**src/rtl/regfile_write_scheduler_pkg.sv**
```systemverilog
// Shared defaults and FSM state type for the register-file write scheduler.
package regfile_sched_pkg;
   localparam int DEF_DATA_W = 8;
   localparam int DEF_ADDR_W = 3;
   localparam int NREGS      = 1 << DEF_ADDR_W;

   typedef enum logic {
      INIT = 1'b0,
      RUN  = 1'b1
   } sched_state_e;
endpackage

```
**src/rtl/regfile_write_scheduler_if.sv**
```systemverilog
// Requester, register-file write port and hazard-query signals of the write scheduler.
interface regfile_write_scheduler_if #(
   parameter int DATA_W = 8,
   parameter int ADDR_W = 3
);
   logic              a_valid;
   logic [ADDR_W-1:0] a_addr;
   logic [DATA_W-1:0] a_data;
   logic              a_ready;
   logic              b_valid;
   logic [ADDR_W-1:0] b_addr;
   logic [DATA_W-1:0] b_data;
   logic              b_ready;
   logic              hold;
   logic              rf_we;
   logic [ADDR_W-1:0] rf_waddr;
   logic [DATA_W-1:0] rf_wdata;
   logic [ADDR_W-1:0] rd_addr;
   logic              rd_pending;
   logic              init_done;

   modport master (
      output a_valid, a_addr, a_data, b_valid, b_addr, b_data, hold, rd_addr,
      input  a_ready, b_ready, rf_we, rf_waddr, rf_wdata, rd_pending, init_done
   );

   modport slave (
      input  a_valid, a_addr, a_data, b_valid, b_addr, b_data, hold, rd_addr,
      output a_ready, b_ready, rf_we, rf_waddr, rf_wdata, rd_pending, init_done
   );
endinterface

```
**src/rtl/regfile_write_scheduler_arbiter.sv**
```systemverilog
// Two-requester round-robin arbiter; pointer 0 favours req[0] (requester A).
module rr_arbiter2 (
   input  logic       clk,
   input  logic       reset,
   input  logic [1:0] req,
   input  logic       advance,
   output logic [1:0] gnt
);
   logic ptr_q;

   always_comb begin
      gnt = req;
      if (req == 2'b11) gnt = ptr_q ? 2'b10 : 2'b01;
   end

   // After any grant the pointer favours the requester that was not served.
   always_ff @(posedge clk or negedge reset) begin
      if (!reset)                         ptr_q <= 1'b0;
      else if (advance && (gnt != 2'b00)) ptr_q <= gnt[0];
   end
endmodule

```
**src/rtl/regfile_write_scheduler.sv**
```systemverilog
// Arbitrates ALU and load writebacks onto one registered register-file write port.
// Define REGFILE_SCHED_INIT_EN to zero every register with an INIT sweep after reset.
module regfile_write_scheduler
   import regfile_sched_pkg::*;
#(
   parameter int DATA_W = DEF_DATA_W,
   parameter int ADDR_W = DEF_ADDR_W
) (
   input logic                      clk,
   input logic                      reset,
   regfile_write_scheduler_if.slave bus
);
   sched_state_e      state_q, state_d;
   logic              grant_en;
   logic              init_done_c;
   logic [1:0]        req, gnt;
   logic              we_p1;
   logic [ADDR_W-1:0] waddr_p1;
   logic [DATA_W-1:0] wdata_p1;
`ifdef REGFILE_SCHED_INIT_EN
   logic [ADDR_W-1:0] cnt_q;
`endif

   always_ff @(posedge clk or negedge reset) begin
      if (!reset) state_q <= INIT;
      else        state_q <= state_d;
   end

   always_comb begin
      state_d     = state_q;
      grant_en    = 1'b0;
      init_done_c = 1'b0;
      case (state_q)
         INIT: begin
`ifdef REGFILE_SCHED_INIT_EN
            if (cnt_q == {ADDR_W{1'b1}}) state_d = RUN;
`else
            state_d = RUN;
`endif
         end
         RUN: begin
            grant_en    = !bus.hold;
            init_done_c = 1'b1;
         end
         default: state_d = INIT;
      endcase
   end

`ifdef REGFILE_SCHED_INIT_EN
   // Wraps from all-ones on the same edge that leaves INIT.
   always_ff @(posedge clk or negedge reset) begin
      if (!reset)               cnt_q <= '0;
      else if (state_q == INIT) cnt_q <= cnt_q + 1'b1;
   end
`endif

   assign req = {bus.b_valid, bus.a_valid} & {2{grant_en}};

   rr_arbiter2 u_arb (
      .clk    (clk),
      .reset  (reset),
      .req    (req),
      .advance(grant_en),
      .gnt    (gnt)
   );

   // Stage p1: accepted write (or init sweep) registered onto the write port.
   always_ff @(posedge clk or negedge reset) begin
      if (!reset) begin
         we_p1    <= 1'b0;
         waddr_p1 <= '0;
         wdata_p1 <= '0;
      end else if (state_q == INIT) begin
`ifdef REGFILE_SCHED_INIT_EN
         we_p1    <= 1'b1;
         waddr_p1 <= cnt_q;
         wdata_p1 <= '0;
`else
         we_p1    <= 1'b0;
`endif
      end else if (gnt[0]) begin
         we_p1    <= (bus.a_addr != '0);
         waddr_p1 <= bus.a_addr;
         wdata_p1 <= bus.a_data;
      end else if (gnt[1]) begin
         we_p1    <= (bus.b_addr != '0);
         waddr_p1 <= bus.b_addr;
         wdata_p1 <= bus.b_data;
      end else begin
         we_p1    <= 1'b0;
      end
   end

   assign bus.a_ready   = gnt[0];
   assign bus.b_ready   = gnt[1];
   assign bus.rf_we     = we_p1;
   assign bus.rf_waddr  = waddr_p1;
   assign bus.rf_wdata  = wdata_p1;
   assign bus.init_done = init_done_c;

   // Register 0 never hazards: it is hardwired zero.
   assign bus.rd_pending = (bus.rd_addr != '0) &&
                           ((bus.a_valid && (bus.a_addr == bus.rd_addr)) ||
                            (bus.b_valid && (bus.b_addr == bus.rd_addr)) ||
                            (we_p1 && (waddr_p1 == bus.rd_addr)));
endmodule

```
**src/flat_wrapper.sv**
```systemverilog
// flat-port wrapper written by rule: the top's interface ports become plain ports
module regfile_write_scheduler_flat import regfile_sched_pkg::*;
#(
   parameter int DATA_W = DEF_DATA_W,
   parameter int ADDR_W = DEF_ADDR_W
)
  (clk, reset, bus_a_valid, bus_a_addr, bus_a_data, bus_b_valid, bus_b_addr, bus_b_data, bus_hold, bus_rd_addr, bus_a_ready, bus_b_ready, bus_rf_we, bus_rf_waddr, bus_rf_wdata, bus_rd_pending, bus_init_done);
  regfile_write_scheduler_if #(.DATA_W(DATA_W), .ADDR_W(ADDR_W)) bus_i ();
  input logic clk;
  input logic reset;
  input wire logic [$bits(bus_i.a_valid)-1:0] bus_a_valid;
  input wire logic [$bits(bus_i.a_addr)-1:0] bus_a_addr;
  input wire logic [$bits(bus_i.a_data)-1:0] bus_a_data;
  input wire logic [$bits(bus_i.b_valid)-1:0] bus_b_valid;
  input wire logic [$bits(bus_i.b_addr)-1:0] bus_b_addr;
  input wire logic [$bits(bus_i.b_data)-1:0] bus_b_data;
  input wire logic [$bits(bus_i.hold)-1:0] bus_hold;
  input wire logic [$bits(bus_i.rd_addr)-1:0] bus_rd_addr;
  output wire logic [$bits(bus_i.a_ready)-1:0] bus_a_ready;
  output wire logic [$bits(bus_i.b_ready)-1:0] bus_b_ready;
  output wire logic [$bits(bus_i.rf_we)-1:0] bus_rf_we;
  output wire logic [$bits(bus_i.rf_waddr)-1:0] bus_rf_waddr;
  output wire logic [$bits(bus_i.rf_wdata)-1:0] bus_rf_wdata;
  output wire logic [$bits(bus_i.rd_pending)-1:0] bus_rd_pending;
  output wire logic [$bits(bus_i.init_done)-1:0] bus_init_done;
  assign bus_i.a_valid = bus_a_valid;
  assign bus_i.a_addr = bus_a_addr;
  assign bus_i.a_data = bus_a_data;
  assign bus_i.b_valid = bus_b_valid;
  assign bus_i.b_addr = bus_b_addr;
  assign bus_i.b_data = bus_b_data;
  assign bus_i.hold = bus_hold;
  assign bus_i.rd_addr = bus_rd_addr;
  assign bus_a_ready = bus_i.a_ready;
  assign bus_b_ready = bus_i.b_ready;
  assign bus_rf_we = bus_i.rf_we;
  assign bus_rf_waddr = bus_i.rf_waddr;
  assign bus_rf_wdata = bus_i.rf_wdata;
  assign bus_rd_pending = bus_i.rd_pending;
  assign bus_init_done = bus_i.init_done;
  regfile_write_scheduler #(.DATA_W(DATA_W), .ADDR_W(ADDR_W)) u_core (.clk(clk), .reset(reset), .bus(bus_i));
endmodule
```
**config.mk**
```make
export PLATFORM = sky130hd
export DESIGN_NAME = regfile_write_scheduler_flat
export DESIGN_NICKNAME = d
export VERILOG_FILES = /design/src/rtl/regfile_write_scheduler_pkg.sv /design/src/rtl/regfile_write_scheduler_if.sv /design/src/rtl/regfile_write_scheduler_arbiter.sv /design/src/rtl/regfile_write_scheduler.sv /design/src/flat_wrapper.sv
export SDC_FILE = /design/constraint.sdc
export NUM_CORES = 1
export LEC_CHECK = 0
export ABC_AREA = 1
export CAP_MARGIN = 20
export CORE_MARGIN = 10
export CORE_UTILIZATION = 40
export CTS_CLUSTER_DIAMETER = 80
export CTS_CLUSTER_SIZE = 25
export DETAILED_ROUTE_END_ITERATION = 7
export GPL_ROUTABILITY_DRIVEN = 0
export PLACE_DENSITY = 0.91
export SLEW_MARGIN = 15
export SYNTH_ARGS = -nofsm -noshare
export SYNTH_HDL_FRONTEND = slang
export SYNTH_HIERARCHICAL = 1
export SYNTH_SLANG_ARGS = --single-unit
```
**constraint.sdc**
```tcl
create_clock -name clk -period 5.1 [get_ports clk]
set_input_delay 0.765 -clock clk [delete_from_list [all_inputs] [get_ports clk]]
set_output_delay 0.765 -clock clk [all_outputs]
set_load 0.01 [all_outputs]
```
Word level (Yosys, flattened, before mapping) --
Index checks and enable logic that the tools add are counted.
Cells by class: eq/ne operators 4, mux-type cells 11, bitwise operators 1, reductions and logical operators 13
Operator list (count):
- 8-bit 2-to-1 mux | 2
- 3-bit equality test | 3
- 3-bit nonzero test | 3
- 3-bit 2-to-1 mux | 2
- 1-bit logical AND | 5
- 1-bit 2-to-1 mux | 5
- 2-bit 2-to-1 mux | 2
- 2-bit AND | 1
- 2-bit equality test, second input constant | 1
- 1-bit logical OR | 2
- 2-bit AND reduction | 1
- 2-bit nonzero test | 1
- 1-bit logical NOT | 1
Storage, ports and cells: bits in registers 14, bits of input ports 30, output and inout bits 16, word-level logic and storage cells 34

Depth between registers and ports, before layout --
Gate-level depths: netlist (run 1).
depth in word-level cells 8, gate-level depth with buffers 8, gate-level depth less buffers 8

By module --
Netlist (run 1), hierarchy kept.
By module, submodules not included:
- regfile_write_scheduler | instances 1, cells an instance 119, area each 795.8 µm², sequential area each 325.3 µm²
- rr_arbiter2 | instances 1, cells an instance 8, area each 60.1 µm², sequential area each 25.0 µm²

Least setup slack after synthesis (run 1) --
OpenSTA, ideal clock, no wires.
kind input to output, start input port bus_hold, end output port bus_a_ready, arrival 1598 ps, required time 4335 ps, slack 2737 ps, stages on the path 2, path buffers 0, path through nor3b_1 a21boi_0
On the way: longest elaborated chain between the ends 5
RTL lines:
- from (decl) | RTL line flat_wrapper.sv:17 | input wire logic [$bits(bus_i.hold)-1:0] bus_hold;
- 1-bit logical NOT (*) | RTL line regfile_write_scheduler.sv:42 | grant_en = !bus.hold;
- 1-bit 2-to-1 mux (*) | RTL line regfile_write_scheduler.sv:33 | case (state_q)
- 2-bit AND (*) | RTL line regfile_write_scheduler.sv:57 | assign req = {bus.b_valid, bus.a_valid} & {2{grant_en}};
- 2-bit equality test | RTL line regfile_write_scheduler_arbiter.sv:13 | if (req == 2'b11) gnt = ptr_q ? 2'b10 : 2'b01;
- 2-bit 2-to-1 mux (*) | RTL line regfile_write_scheduler_arbiter.sv:13
- to (decl) | RTL line flat_wrapper.sv:19 | output wire logic [$bits(bus_i.a_ready)-1:0] bus_a_ready;
Every way passes the cells marked *; elsewhere a longest branch is shown, timed or not.

Worst setup path in the final report (run 1) --
start input port bus_hold, end output port bus_b_ready
On the way: longest elaborated chain between the ends 5
RTL lines:
- 1-bit logical NOT (*) | RTL line regfile_write_scheduler.sv:42
- 1-bit 2-to-1 mux (*) | RTL line regfile_write_scheduler.sv:33
- 2-bit AND (*) | RTL line regfile_write_scheduler.sv:57
- named net u_core.req[1] | RTL line regfile_write_scheduler.sv:16 | logic [1:0] req, gnt;
- 2-bit equality test | RTL line regfile_write_scheduler_arbiter.sv:13
- 2-bit 2-to-1 mux (*) | RTL line regfile_write_scheduler_arbiter.sv:13
- to (decl) | RTL line flat_wrapper.sv:20 | output wire logic [$bits(bus_i.b_ready)-1:0] bus_b_ready;
Mark *: on every way through the listed nets, which the timed path passes. The rest lies on a longest branch.

==> impl_metrics.tcl, run 1 <==
set metrics [dict create \
    clk_latency_ps 270 \
    crit_end "bus_b_ready" \
    final_common_cell "nand2_1" \
    area_delta_synth_final_pct 57.0 \
    first_pass_iters 4 \
    antenna_found_initial 0 \
    cap_violations 0 \
    use_met1 0.142 \
    hpwl_um 2160 \
    yosysSeqAreaShare 0.409 \
    p_leak_uw 0.000625 \
    cts.sinks 14 \
    crit_path_end_kind "output pin" \
    rows 16 \
    gr-usage-met2 0.211 \
    startpoint_type "primary input" \
    cts_buffers 3 \
    syn_avg_cell_area_sq_um 6.74 \
    rsz0062_at_grt "no" \
    antenna_left 0 \
    finalHoldViolCount 0 \
    cts_max_level 1 \
    core_area_sq_um 2000 \
    crit_chain "clkdlybuf4s50_1, nor3b_1, a21boi_1, clkdlybuf4s50_1" \
    wl_per_cell_um 13.3 \
    syn-num-nets 157 \
    holdWs_ps 525 \
    synth_cells 127 \
    route.detailed.drc 0 \
    drt-total-wl_um 2660 \
    grt_overflow_total 0 \
    top_usage_layer "met2" \
    die_area_sq_um 4390 \
    crit_cells 4 \
    die_w_um 66.3 \
    crit_buf_inv 2 \
    drive_gt1_frac 0.0349 \
    met3_usage 0.0458 \
    hp-class "register to register" \
    post-route-util 0.671 \
    regToRegStartpoint "u_core/state_q$_DFF_PN0_" \
    setup_viol 0 \
    drtIter0Drc 70 \
    viasPerCell 4.86 \
    grt_pass1_vias 926 \
    ctsResizeCount 0 \
    cts_hold_buf 0 \
    cpMostUsedCell "clkdlybuf4s50_1" \
    grt_max_degree 24 \
    ys_types 19 \
    fin_crit_sh 0.618 \
    cts_setup_buffers 0 \
    worst_slew_pin_slew_ps 610 \
    multi_input_area_sq_um 427 \
    pin_count 46 \
    cts_tree "yes" \
    postPlaceCellArea_sq_um 1320 \
    antenna-diode-count 0 \
    clk_pin_slew_ps 70 \
    cp-startpoint "bus_hold" \
    ff_latch_area_sq_um 350 \
    cp.required_ps 4340 \
    final_nets 204 \
    max_stage_delay_ps 570 \
    initial_core_util 0.428 \
    final_design_area_no_fill_sq_um 1340 \
    max-vdd-ir-drop_mv 0.184 \
    slew_viol_final 0 \
    rr_worst_depth 8 \
    cts_buffer_depth 2 \
    cts_root_buffer "clkbuf_4" \
    final_cell_mix "nand2_1 (49), clkdlybuf4s50_1 (45), nor2_1 (19), inv_1 (14), dfrtp_1 (14)" \
    fp.dieH_um 66.3 \
    fmax_mhz 317 \
    slew_headroom 0.592 \
    fin_skew_ps 3.37 \
    yosys_warnings 6 \
    crit_type "primary input to output pin" \
    path_delay_family "buffers and inverters" \
    fillers 182 \
    gr-usage-all-layers 0.129 \
    syn-cell-area_sq_um 856 \
    vias 967 \
    finalCriticalPeriod_ps 3150 \
    r2r-end "u_core/bus.rf_we$_DFF_PN0_" \
    grt_first_pass_wirelength_um 4420 \
    ys_seq_elements 14 \
    crit_path_top_delay_cell "clkdlybuf4s50_1" \
    rrSetupSlack_ps 3070 \
    status "complete, no violations" \
    powerDensity_nw_per_um2 252 \
    fin_tns_setup_ps 0 \
    worstPathArrival_ps 2390 \
    critPathMaxFanout 3 \
    numPortBuffers 45 \
]
==> registers in the layout (all words and copies together) (netlist names) <==
| name | cells |
|---|---|
| u_core/bus.rf_wdata | 8 |
| u_core/bus.rf_waddr | 3 |
| u_core/state_q | 1 |
| u_core/u_arb/ptr_q | 1 |
| u_core/bus.rf_we | 1 |
==> tightest hold or removal path: cells and delay by family, from the launching register on <==
family           cells  cell delay, ps
DFF                  1             370
and+or+nand+nor      2             120
==> power breakdown <==
part	internal, uW	switching [uW]
registers	133	12.5
logic	74.9	58.7
clock network	27.3	32.5
total	235	104
==> logic make-up (layout without fill, tap and decap cells) <==
family,count (synthesis),after routing,share of synthesized area
AO/OA/AOI/OAI,18,18,0.135
buffers and inverters,18,63,0.0921
flip-flops,14,14,0.409
other,1,1,0.00438
AND/OR/NAND/NOR,76,76,0.360
==> metrics by stage <==
step                      worst slack, ps  power, uW  cells
final                                1950        339    199
after global routing                 1810        366    199
after CTS                            1940        344    199
after detailed placement             1950        282    196
after global placement               1990        278    196
after floorplan                      2740        201    127
==> synth_stat cells <==
cell,n,area [sq um]
a21boi_0,1,7.51
a21boi_1,1,7.51
a21oi_1,1,5.00
a31oi_1,8,50.1
buf_2,3,15.0
buf_6,1,11.3
conb_1,1,3.75
dfrtp_1,14,350
inv_1,14,52.6
nand2_1,49,184
nand3_1,3,15.0
nor2_1,19,71.3
nor2_4,1,11.3
nor3_1,1,5.00
nor3b_1,2,15.0
o211ai_1,3,22.5
o21ai_0,3,15.0
o31ai_1,1,7.51
or2_2,1,6.26
==> worst min path at each step <==
stage | from | to | depth (start not counted)
global placement | u_core/u_arb/ptr_q$_DFFE_PN0P_ | u_core/u_arb/ptr_q$_DFFE_PN0P_ | 2
CTS | u_core/u_arb/ptr_q$_DFFE_PN0P_ | u_core/u_arb/ptr_q$_DFFE_PN0P_ | 2
floorplan | u_core/u_arb/ptr_q$_DFFE_PN0P_ | u_core/u_arb/ptr_q$_DFFE_PN0P_ | 2
finish | u_core/u_arb/ptr_q$_DFFE_PN0P_ | u_core/u_arb/ptr_q$_DFFE_PN0P_ | 2
global route | u_core/u_arb/ptr_q$_DFFE_PN0P_ | u_core/u_arb/ptr_q$_DFFE_PN0P_ | 2
detailed placement | u_core/u_arb/ptr_q$_DFFE_PN0P_ | u_core/u_arb/ptr_q$_DFFE_PN0P_ | 2
==> routing by layer <==
layer	part of all wire	routed length, um
met5	0	0
met4	0.013	34
met3	0.11	281
met2	0.49	1310
met1	0.39	1040
==> area by class of cell <==
cell class	count	area share
clock buffers	3	0.0168
inverters	14	0.0391
multi-input cells	95	0.318
flip-flops and latches	14	0.261
well taps	27	0.0251
repair buffers	46	0.341
(Power assumes the default switching activity.)
==> run 2, diff against run 1 <==
--- a/config.mk
+++ b/config.mk
@@ -8,12 +8,12 @@
 export ABC_AREA = 1
 export CAP_MARGIN = 20
 export CORE_MARGIN = 10
-export CORE_UTILIZATION = 40
+export CORE_UTILIZATION = 38
 export CTS_CLUSTER_DIAMETER = 80
 export CTS_CLUSTER_SIZE = 25
 export DETAILED_ROUTE_END_ITERATION = 7
 export GPL_ROUTABILITY_DRIVEN = 0
-export PLACE_DENSITY = 0.91
+export PLACE_DENSITY = 0.87
 export SLEW_MARGIN = 15
 export SYNTH_ARGS = -nofsm -noshare
 export SYNTH_HDL_FRONTEND = slang
==> constraint.sdc (replaced) <==
create_clock -name clk -period 3 [get_ports clk]
set_input_delay 0.45 -clock clk [delete_from_list [all_inputs] [get_ports clk]]
set_output_delay 0.45 -clock clk [all_outputs]
set_load 0.01 [all_outputs]
==> impl_metrics.tcl, run 2 (synthesis results as in run 1) <==
set metrics [dict create \
    first_pass_iters 4 \
    cpMostUsedCell "nand2_1" \
    setup_viol 0 \
    core_area_sq_um 2170 \
    postPlaceCellArea_sq_um 1320 \
    max_stage_delay_ps 530 \
    antenna_left 0 \
    regToRegStartpoint "u_core/state_q$_DFF_PN0_" \
    fmax_mhz 394 \
    crit_path_end_kind "output pin" \
    cp.required_ps 2550 \
    rr_worst_depth 8 \
    cts_buffers 3 \
    hpwl_um 2100 \
    rsz0062_at_grt "no" \
    power_switching_uw 182 \
    final_common_cell "nand2_1" \
    fp.dieH_um 67.5 \
    worstPathArrival_ps 2090 \
    gr-usage-all-layers 0.114 \
    slew_viol_final 0 \
    cts_tree "yes" \
    numPortBuffers 45 \
    die_w_um 67.5 \
    total_power_uw 608 \
    rrSetupSlack_ps 1000 \
    cts.sinks 14 \
    cts_hold_buf 0 \
    crit_end "bus_rd_pending" \
    cts_buffer_depth 2 \
    final_nets 204 \
    finalHoldViolCount 0 \
    fillers 217 \
    crit_type "primary input to output pin" \
    powerDensity_nw_per_um2 447 \
    drive_gt1_frac 0.0405 \
    worst_slew_pin_slew_ps 614 \
    dp_slack_ps 484 \
    drtIter0Drc 38 \
    cp-startpoint "bus_rd_addr[0]" \
    holdWs_ps 529 \
    rows 17 \
    die_area_sq_um 4550 \
    hp-class "register to register" \
    p_leak_uw 0.000632 \
    grt_overflow_total 0 \
    grt_max_degree 24 \
    largest_reg_flops 8 \
    cts_root_buffer "clkbuf_4" \
    drt-total-wl_um 2540 \
    pin_count 46 \
    final_cell_mix "nand2_1 (49), clkdlybuf4s50_1 (45), nor2_1 (19), inv_1 (14), dfrtp_1 (14)" \
    fin_tns_setup_ps 0 \
    fin_crit_sh 0.847 \
    fin_skew_ps 4.01 \
    cts_setup_buffers 0 \
    final_design_area_no_fill_sq_um 1360 \
    r2r-end "u_core/bus.rf_we$_DFF_PN0_" \
    seq_power_share 0.406 \
    wl_per_cell_um 12.7 \
    grt_pass1_vias 911 \
    critPathMaxFanout 4 \
    initial_core_util 0.394 \
    crit_chain "clkdlybuf4s50_1, inv_1, nand2_1, nand2_1, nor2_1, nand2_1, nand3_1, nand2_1, inv_1, clkdlybuf4s50_1" \
    pwr-share-comb 0.373 \
    ctsResizeCount 0 \
    cap_violations 0 \
    route.detailed.drc 0 \
    max-vdd-ir-drop_mv 0.346 \
    vias 928 \
    finalCriticalPeriod_ps 2540 \
    antenna-diode-count 0 \
    crit_path_top_delay_cell "clkdlybuf4s50_1" \
    viasPerCell 4.62 \
    cts_max_level 1 \
    netSwitchingFraction 0.299 \
    internal_power_uw 426 \
    power_frac_clock 0.221 \
    slew_headroom 0.589 \
    status "complete, no violations" \
    fin_ws_ps 460 \
    clk_pin_slew_ps 80 \
    antenna_found_initial 0 \
    startpoint_type "primary input" \
    area_delta_synth_final_pct 58.8 \
    clk_latency_ps 270 \
    grt_first_pass_wirelength_um 4130 \
]
==> run 2: cell count changes in the layout (fill, tap and decap cells not counted) <==
| cell | before | now |
|---|---|---|
| clkbuf_8 | 0 | 1 |
==> run 2: how the worst min path moves through the flow <==
stage               depth (start not counted)                           start  slack, ps                                 end
global placement                            2  u_core/u_arb/ptr_q$_DFFE_PN0P_        480      u_core/u_arb/ptr_q$_DFFE_PN0P_
floorplan                                   0                           reset        150  u_core/bus.rf_waddr[0]$_DFFE_PN0P_
finish                                      2  u_core/u_arb/ptr_q$_DFFE_PN0P_        530      u_core/u_arb/ptr_q$_DFFE_PN0P_
detailed placement                          2  u_core/u_arb/ptr_q$_DFFE_PN0P_        510      u_core/u_arb/ptr_q$_DFFE_PN0P_
CTS                                         2  u_core/u_arb/ptr_q$_DFFE_PN0P_        530      u_core/u_arb/ptr_q$_DFFE_PN0P_
global route                                2  u_core/u_arb/ptr_q$_DFFE_PN0P_        570      u_core/u_arb/ptr_q$_DFFE_PN0P_
==> run 2: final cells by class <==
type                    instances  area, sq um  area share
clock buffers                   4         36.3      0.0267
flip-flops and latches         14          350       0.258
repair buffers                 46          458       0.337
well taps                      28         35.0      0.0258
multi-input cells              95          427       0.314
inverters                      14         52.6      0.0387
==> run 2: worst max-delay path, delay by kind of cell <==
kind	cells	cell delay (ps)
AND/OR/NAND/NOR	6	420
buffers and inverters	4	1210
==> run 2: metrics by stage <==
step	cells	util
2_1_floorplan	127	-
3_3_place_gp	197	0.610
3_5_place_dp	197	0.610
4_1_cts	201	0.626
5_1_grt	201	0.626
6_report	201	0.626
==> run 2: per-layer routing <==
| layer | GRT usage | share of wire | vias up |
|---|---|---|---|
| li1 | - | - | 490 |
| met1 | 0.129 | 0.43 | 392 |
| met2 | 0.179 | 0.41 | 44 |
| met3 | 0.0694 | 0.15 | 2 |
| met4 | 0.0308 | 0.0071 | 0 |
| met5 | 0 | 0 | - |
==> run 2: power groups by stage <==
stage	registers (uW)	logic, uW	clock network (uW)
finish	247	227	134
floorplan	265	75.6	0
global route	253	253	145
detailed placement	250	229	0
CTS	247	231	136
global placement	249	225	0
